**src/rtl/johnson_phase_monitor.sv**
```systemverilog
// Monitors a 4-bit twisted-ring counter: decodes its phase, flags illegal codes and
// out-of-order steps, and declares lock after LOCK_N consecutive legal successors.
module johnson_phase_monitor #(
  parameter int unsigned LOCK_N = 3
) (
  input  logic       clk,
  input  logic       clear,
  input  logic [3:0] cnt_in,
  input  logic       cnt_valid,
  output logic [2:0] phase,
  output logic [7:0] phase_oh,
  output logic       locked,
  output logic       err_code,
  output logic       err_seq,
  output logic [7:0] err_count,
  output logic       cycle_pulse,
  output logic [7:0] cycle_count
);

  typedef enum logic [1:0] {StUnlocked, StLocked, StFault} state_e;

  localparam logic [2:0] LockTarget = 3'(LOCK_N);

  state_e     state_q, state_d;
  logic [2:0] good_q, good_d;
  logic       prev_valid_q, prev_valid_d;
  logic [2:0] phase_q, phase_d;
  logic [7:0] phase_oh_q, phase_oh_d;
  logic       err_code_q, err_code_d;
  logic       err_seq_q, err_seq_d;
  logic [7:0] err_count_q, err_count_d;
  logic       cycle_pulse_q, cycle_pulse_d;
  logic [7:0] cycle_count_q, cycle_count_d;

  logic       code_legal;
  logic [2:0] code_idx;
  logic [2:0] good_inc;

  always_comb begin
    code_legal = 1'b1;
    code_idx   = 3'd0;
    case (cnt_in)
      4'b0000: code_idx = 3'd0;
      4'b1000: code_idx = 3'd1;
      4'b1100: code_idx = 3'd2;
      4'b1110: code_idx = 3'd3;
      4'b1111: code_idx = 3'd4;
      4'b0111: code_idx = 3'd5;
      4'b0011: code_idx = 3'd6;
      4'b0001: code_idx = 3'd7;
      default: code_legal = 1'b0;
    endcase
  end

  assign good_inc = good_q + 3'd1;

  always_comb begin
    state_d       = state_q;
    good_d        = good_q;
    prev_valid_d  = prev_valid_q;
    phase_d       = phase_q;
    phase_oh_d    = phase_oh_q;
    err_code_d    = 1'b0;
    err_seq_d     = 1'b0;
    err_count_d   = err_count_q;
    cycle_pulse_d = 1'b0;
    cycle_count_d = cycle_count_q;

    if (cnt_valid) begin
      if (!code_legal) begin
        err_code_d   = 1'b1;
        prev_valid_d = 1'b0;
        good_d       = 3'd0;
        if (state_q == StLocked) state_d = StFault;
      end else begin
        phase_d      = code_idx;
        phase_oh_d   = 8'd1 << code_idx;
        prev_valid_d = 1'b1;
        if (!prev_valid_q || state_q == StFault) begin
          // Seeding sample: no sequence check, just re-arm from a clean good count.
          good_d = 3'd0;
          if (state_q == StFault) state_d = StUnlocked;
        end else if (code_idx == phase_q + 3'd1) begin
          if (state_q == StLocked && phase_q == 3'd7) begin
            cycle_pulse_d = 1'b1;
            cycle_count_d = cycle_count_q + 8'd1;
          end
          if (state_q == StUnlocked) begin
            if (good_inc >= LockTarget) begin
              state_d = StLocked;
              good_d  = 3'd0;
            end else begin
              good_d = good_inc;
            end
          end
        end else begin
          err_seq_d = 1'b1;
          good_d    = 3'd0;
          if (state_q == StLocked) state_d = StFault;
        end
      end
      if ((err_code_d || err_seq_d) && err_count_q != 8'hff) err_count_d = err_count_q + 8'd1;
    end
  end

  always_ff @(posedge clk or negedge clear) begin
    if (!clear) begin
      state_q       <= StUnlocked;
      good_q        <= 3'd0;
      prev_valid_q  <= 1'b0;
      phase_q       <= 3'd0;
      phase_oh_q    <= 8'h00;
      err_code_q    <= 1'b0;
      err_seq_q     <= 1'b0;
      err_count_q   <= 8'd0;
      cycle_pulse_q <= 1'b0;
      cycle_count_q <= 8'd0;
    end else begin
      state_q       <= state_d;
      good_q        <= good_d;
      prev_valid_q  <= prev_valid_d;
      phase_q       <= phase_d;
      phase_oh_q    <= phase_oh_d;
      err_code_q    <= err_code_d;
      err_seq_q     <= err_seq_d;
      err_count_q   <= err_count_d;
      cycle_pulse_q <= cycle_pulse_d;
      cycle_count_q <= cycle_count_d;
    end
  end

  assign phase       = phase_q;
  assign phase_oh    = phase_oh_q;
  assign locked      = (state_q == StLocked);
  assign err_code    = err_code_q;
  assign err_seq     = err_seq_q;
  assign err_count   = err_count_q;
  assign cycle_pulse = cycle_pulse_q;
  assign cycle_count = cycle_count_q;

endmodule
```
**config.mk**
```make
export PLATFORM = sky130hd
export DESIGN_NAME = johnson_phase_monitor
export DESIGN_NICKNAME = d
export VERILOG_FILES = /design/src/rtl/johnson_phase_monitor.sv
export SDC_FILE = /design/constraint.sdc
export NUM_CORES = 1
export LEC_CHECK = 0
export ABC_AREA = 1
export CORE_MARGIN = 3
export CORE_UTILIZATION = 50
export CTS_CLUSTER_SIZE = 28
export DETAILED_ROUTE_END_ITERATION = 8
export PLACE_DENSITY = 0.77
export SETUP_SLACK_MARGIN = 0.5
export SLEW_MARGIN = 20
export SYNTH_ARGS = -nofsm -noshare
export SYNTH_HDL_FRONTEND = slang
export SYNTH_SLANG_ARGS = --single-unit
```
**constraint.sdc**
```tcl
create_clock -name clk -period 2.9 [get_ports clk]
set_clock_uncertainty 0.05 [all_clocks]
set_input_delay 0.725 -clock clk [delete_from_list [all_inputs] [get_ports clk]]
set_output_delay 0.725 -clock clk [all_outputs]
set_load 0.02 [all_outputs]
```
# Word-level counts from Yosys, hierarchy flattened
# Cells that the tools add are included.
# totals
register_bits	36
wordCells	73
in_bits	7
output_inout_bits	31
# classes
n_addsub	4
bitwise	1
mux	28
n_shift	1
reduce_logical	13
n_eq_ne	15
magnitude_cmp	1
# op_table
op	count
$pmux W3 S7	1
$add A8 B1 Y8 const B	2
$eq A4 B4 Y1 const B	4
$mux W1	15
$mux W3	5
$mux W2	7
$ne A4 B3 Y1 const B	2
$ne A8 B8 Y1 const B	1
$reduce_or A8 Y1	1
$shl A1 B3 Y8 const A	1
$add A3 B1 Y3 const B	2
$reduce_and A2 Y1	3
$reduce_and A5 Y1	1
$eq A4 B1 Y1 const B	1
$eq A4 B2 Y1 const B	1
$eq A4 B3 Y1 const B	1
$logic_not A4 Y1	1
$reduce_and A4 Y1	1
$eq A3 B3 Y1	1
$eq A3 B3 Y1 const B	1
$ge A3 B2 Y1 const B	1
$ne A3 B3 Y1 const B	1
$eq A2 B1 Y1 const B	1
$eq A2 B2 Y1 const B	1
5 further kinds	7

# Longest topological paths before layout
# logic_depth
word_depth	10
mapped_depth	13
mapped_depth_nobuf	12

# Least setup slack after synthesis
# No wires, ideal clock.
# synth_timing
path_kind	register to register
start	register phase_q[0] (netlist: phase[0])
end	register err_count_q[6] (netlist: err_count[6])
required_time_ns	2.728
setup_time_ns	0.122
setup_slack_ns	1.013
path_buffers	1
period_less_slack_ns	1.887
arrival_time_ns	1.715
path_stages_with_launch	13
path_cell_list	dfrtp_1 ha_1 ha_1 inv_1 nand2_1 nand2_1 nand3_4 nand2_2 nand2_4 nand2_2 buf_6 nand2_1 o21ai_2
# synth_via
elab_chain_cells	9
# synth_rtl
item	line_no	source
start: declaration	27	logic [2:0] phase_q, phase_d;
start signal: assignment	122	phase_q <= phase_d;
$add A3 B1 Y3	83	end else if (code_idx == phase_q + 3'd1) begin
$eq A3 B3 Y1	83	
$mux W1	83	
$mux W1	79	if (!prev_valid_q || state_q == StFault) begin
$mux W1	70	if (!code_legal) begin
$mux W1	69	if (cnt_valid) begin
$logic_or A1 B1 Y1	102	if ((err_code_d || err_seq_d) && err_count_q != 8'hff) err_count_d = err_count_q + 8'd1;
$logic_and A1 B1 Y1	102	
$reduce_and A2 Y1 (no line)	-	
end signal: assignment	126	err_count_q <= err_count_d;
end: declaration	31	logic [7:0] err_count_q, err_count_d;
# No other way between the ends. The select of a mux whose other input is x is not followed.
# A chain may end at the register's enable or synchronous reset.

# Final worst setup path
# layout_timing
start	register state_q[1]
end	output port locked
# layout_via
elab_chain_cells	1
# layout_rtl
item	line_no	source
start: declaration	24	state_e state_q, state_d;
start signal: assignment	108	state_q <= StUnlocked;
start signal: assignment	119	state_q <= state_d;
$eq A2 B1 Y1	134	assign locked = (state_q == StLocked);
end: declaration	12	output logic locked,
# No other way between the ends.

==> impl_metrics.csv <==
group,metric,value,unit
sta,hold_viol,0,
route,drt_wl_total,3900,um
worst_setup_path,end_kind,"output port",
global_routing,grt_antenna_before_repair,0,
synth,syn_area,1960,sq um
sta,hold_ws,0.435,ns
sta,worstMarginPinSlew,0.578,ns
route,avgRoutedWirePerCell,11.8,um
pwr,cellLeakagePower,0.00121,uW
finish,nets,293,
clock_tree,cts.clk_slew.worst_paths,0.06,ns
route,dr.pass1.iters,4,
worst_setup_path,crit_type,"register to output port",
clock_tree,cts_root_buf,"clkbuf_8",
sta,finalCritPeriodShare,0.804,
global_routing,grt_first_pass_wirelength,6310,um
sta,finalSetupViolCount,0,
finish,final_util,0.671,
synth,syn_inst,236,
sta,tns,0,ns
route,top_layer_used,"met4",
finish,n_antenna_cell,0,
sta,relSlewSlack,0.613,
synth,synth.distinct_cells,28,
pwr,max-vdd-ir-drop,0.311,mV
die,die-height,68.7,um
die,num_rows,22,
route,wl_met2,1870,um
clock_tree,insertion_delay,0.29,ns
clock_tree,cts_buffers,5,
clock_tree,cts_tree,"built",
worst_setup_path,critPathLaunchType,"register",
finish,drive_gt1_frac,0.110,
run,cap_violations,0,
route,via_count,1641,
synth,ys_seq_area_frac,0.459,
finish,layout_commonest_cell,"nand2_1",
sta,slew_viol_final,0,
global_routing,grt_usage,0.182,
clock_tree,cts.sinks,36,
worst_setup_path,worstPathMaxFanout,5,
die,core-area,3720,sq um
sta,worst_slack,0.568,ns
sta,min_period,2.33,ns
route,via_per_inst,4.99,
place,portBuffers,37,
clock_tree,htree_levels,2,
global_routing,grt_pass1_vias,1456,
route,wl_met1,1800,um
route,drtIter0Drc,94,
route,ant_nets,0,
finish,fillers,327,
finish,final_cell_mix,"nand2_1, dfrtp_1, clkdlybuf4s50_1",
die,start_util,0.528,
die,io_pins,38,
pwr,p_per_area,596,nW/um^2
route,drc,0,
synth,synth.ff_latch_count,36,
pwr,finalPower,1490,uW
worst_setup_path,required,2.12,ns
place,dp_slack,0.285,ns
synth,yosys_warnings,0,
outcome,status,"finished, final reports clean",
finish,syn_to_final_growth,27.0,%
die,dieArea,4710,sq um
place,hpwl,2880,um
global_routing,grt_overflow,0,
sta,fmax,429,MHz
synth,synth_nets,249,
worst_hold_path,hp-class,"register to register",
place,gp_congestion,0.899,
synth,syn_avg_cell_area,8.32,sq um
worst_setup_path,arrival,1.56,ns
clock_tree,cts_buffer_depth,2,
route,route.met3.wl,205,um
global_routing,grt_max_degree,37,
die,die_width,68.7,um
sta,rsz0062_at_grt,"false",
routing by layer:
metal | GRT usage | vias to the layer above
li1 | - | 840
met1 | 0.235 | 761
met2 | 0.288 | 37
met3 | 0.0551 | 3
met4 | 0.0620 | 0
met5 | 0 | -
sequential cells by signal, indices dropped and copies added, names as in the netlist:
register	cells
cycle_count	8
cycle_pulse	1
err_code	1
err_count	8
err_seq	1
good_q	3
phase	3
phase_oh	8
prev_valid_q	1
state_q	2
path summary, 6_finish.rpt:
kind                             start        endpoint  slack [ns]  cells after the start
min                        phase_oh[2]     phase_oh[2]        0.43                      2
min in group asynchronous        clear  cycle_count[6]        0.80                      2
min reg2reg                phase_oh[2]     phase_oh[2]        0.43                      2
max in group asynchronous        clear       good_q[1]        1.69                      2
max reg2reg                   phase[0]  cycle_count[7]        1.01                     10
max                         state_q[1]          locked        0.57                      2
layout make-up:
| cell class | instances | area (sq um) | share of cell area |
|---|---|---|---|
| Multi-Input combinational cell | 168 | 938 | 0.377 |
| Inverter | 30 | 113 | 0.0452 |
| Sequential cell | 36 | 901 | 0.361 |
| Timing Repair Buffer | 39 | 390 | 0.157 |
| Tap cell | 48 | 60.1 | 0.0241 |
| Clock buffer | 8 | 90.1 | 0.0361 |
worst max-delay path, stage by stage, from the launching register on:
cell             delay, ns
dfrtp_1               0.42
nor2_1                0.21
clkdlybuf4s50_1       0.64
per-stage QoR:
stage,instance area [sq um],instances
CTS,2470,328
global route,2490,329
detailed placement,2380,320
finish,2490,329
global placement,2380,320
floorplan,1960,236
kinds of logic after synthesis:
| group | synth area share |
|---|---|
| and+or+nand+nor | 0.287 |
| DFF | 0.459 |
| buffers and inverters | 0.0688 |
| AOI/OAI and AO/OA | 0.0765 |
| xor gates and xnor gates | 0.0707 |
| adders and majority gates | 0.0382 |
Yosys cell counts (all sizes together):
cell type   n  area share
ha          6       0.038
buf         2       0.011
nand2      78        0.16
nand3b      2      0.0076
o211ai      1      0.0038
nand3      19       0.060
inv        30       0.057
nand4       2      0.0064
a211oi      1      0.0038
and2        1      0.0032
nor3        4       0.010
dfrtp      36        0.46
nor2       15       0.038
o21ai      22       0.062
xnor2       8       0.040
o31ai       1      0.0038
xor2        7       0.031
a31oi       1      0.0032
power breakdown:
| group | internal, uW | total, uW | switching (uW) |
|---|---|---|---|
| combinational | 215 | 485 | 270 |
| clock | 194 | 359 | 165 |
| sequential | 569 | 642 | 72.9 |
| total | 977 | 1490 | 508 |
what timing repair did:
| action | CTS | global route |
|---|---|---|
| setup buffers | 0 | 1 |
| gates resized for setup | 0 | 5 |
| setup endpoints to repair | 0 | 23 |
| endpoints found under the hold margin | 0 | 0 |
| hold buffers | 0 | 0 |
(Power assumes the default switching activity.)
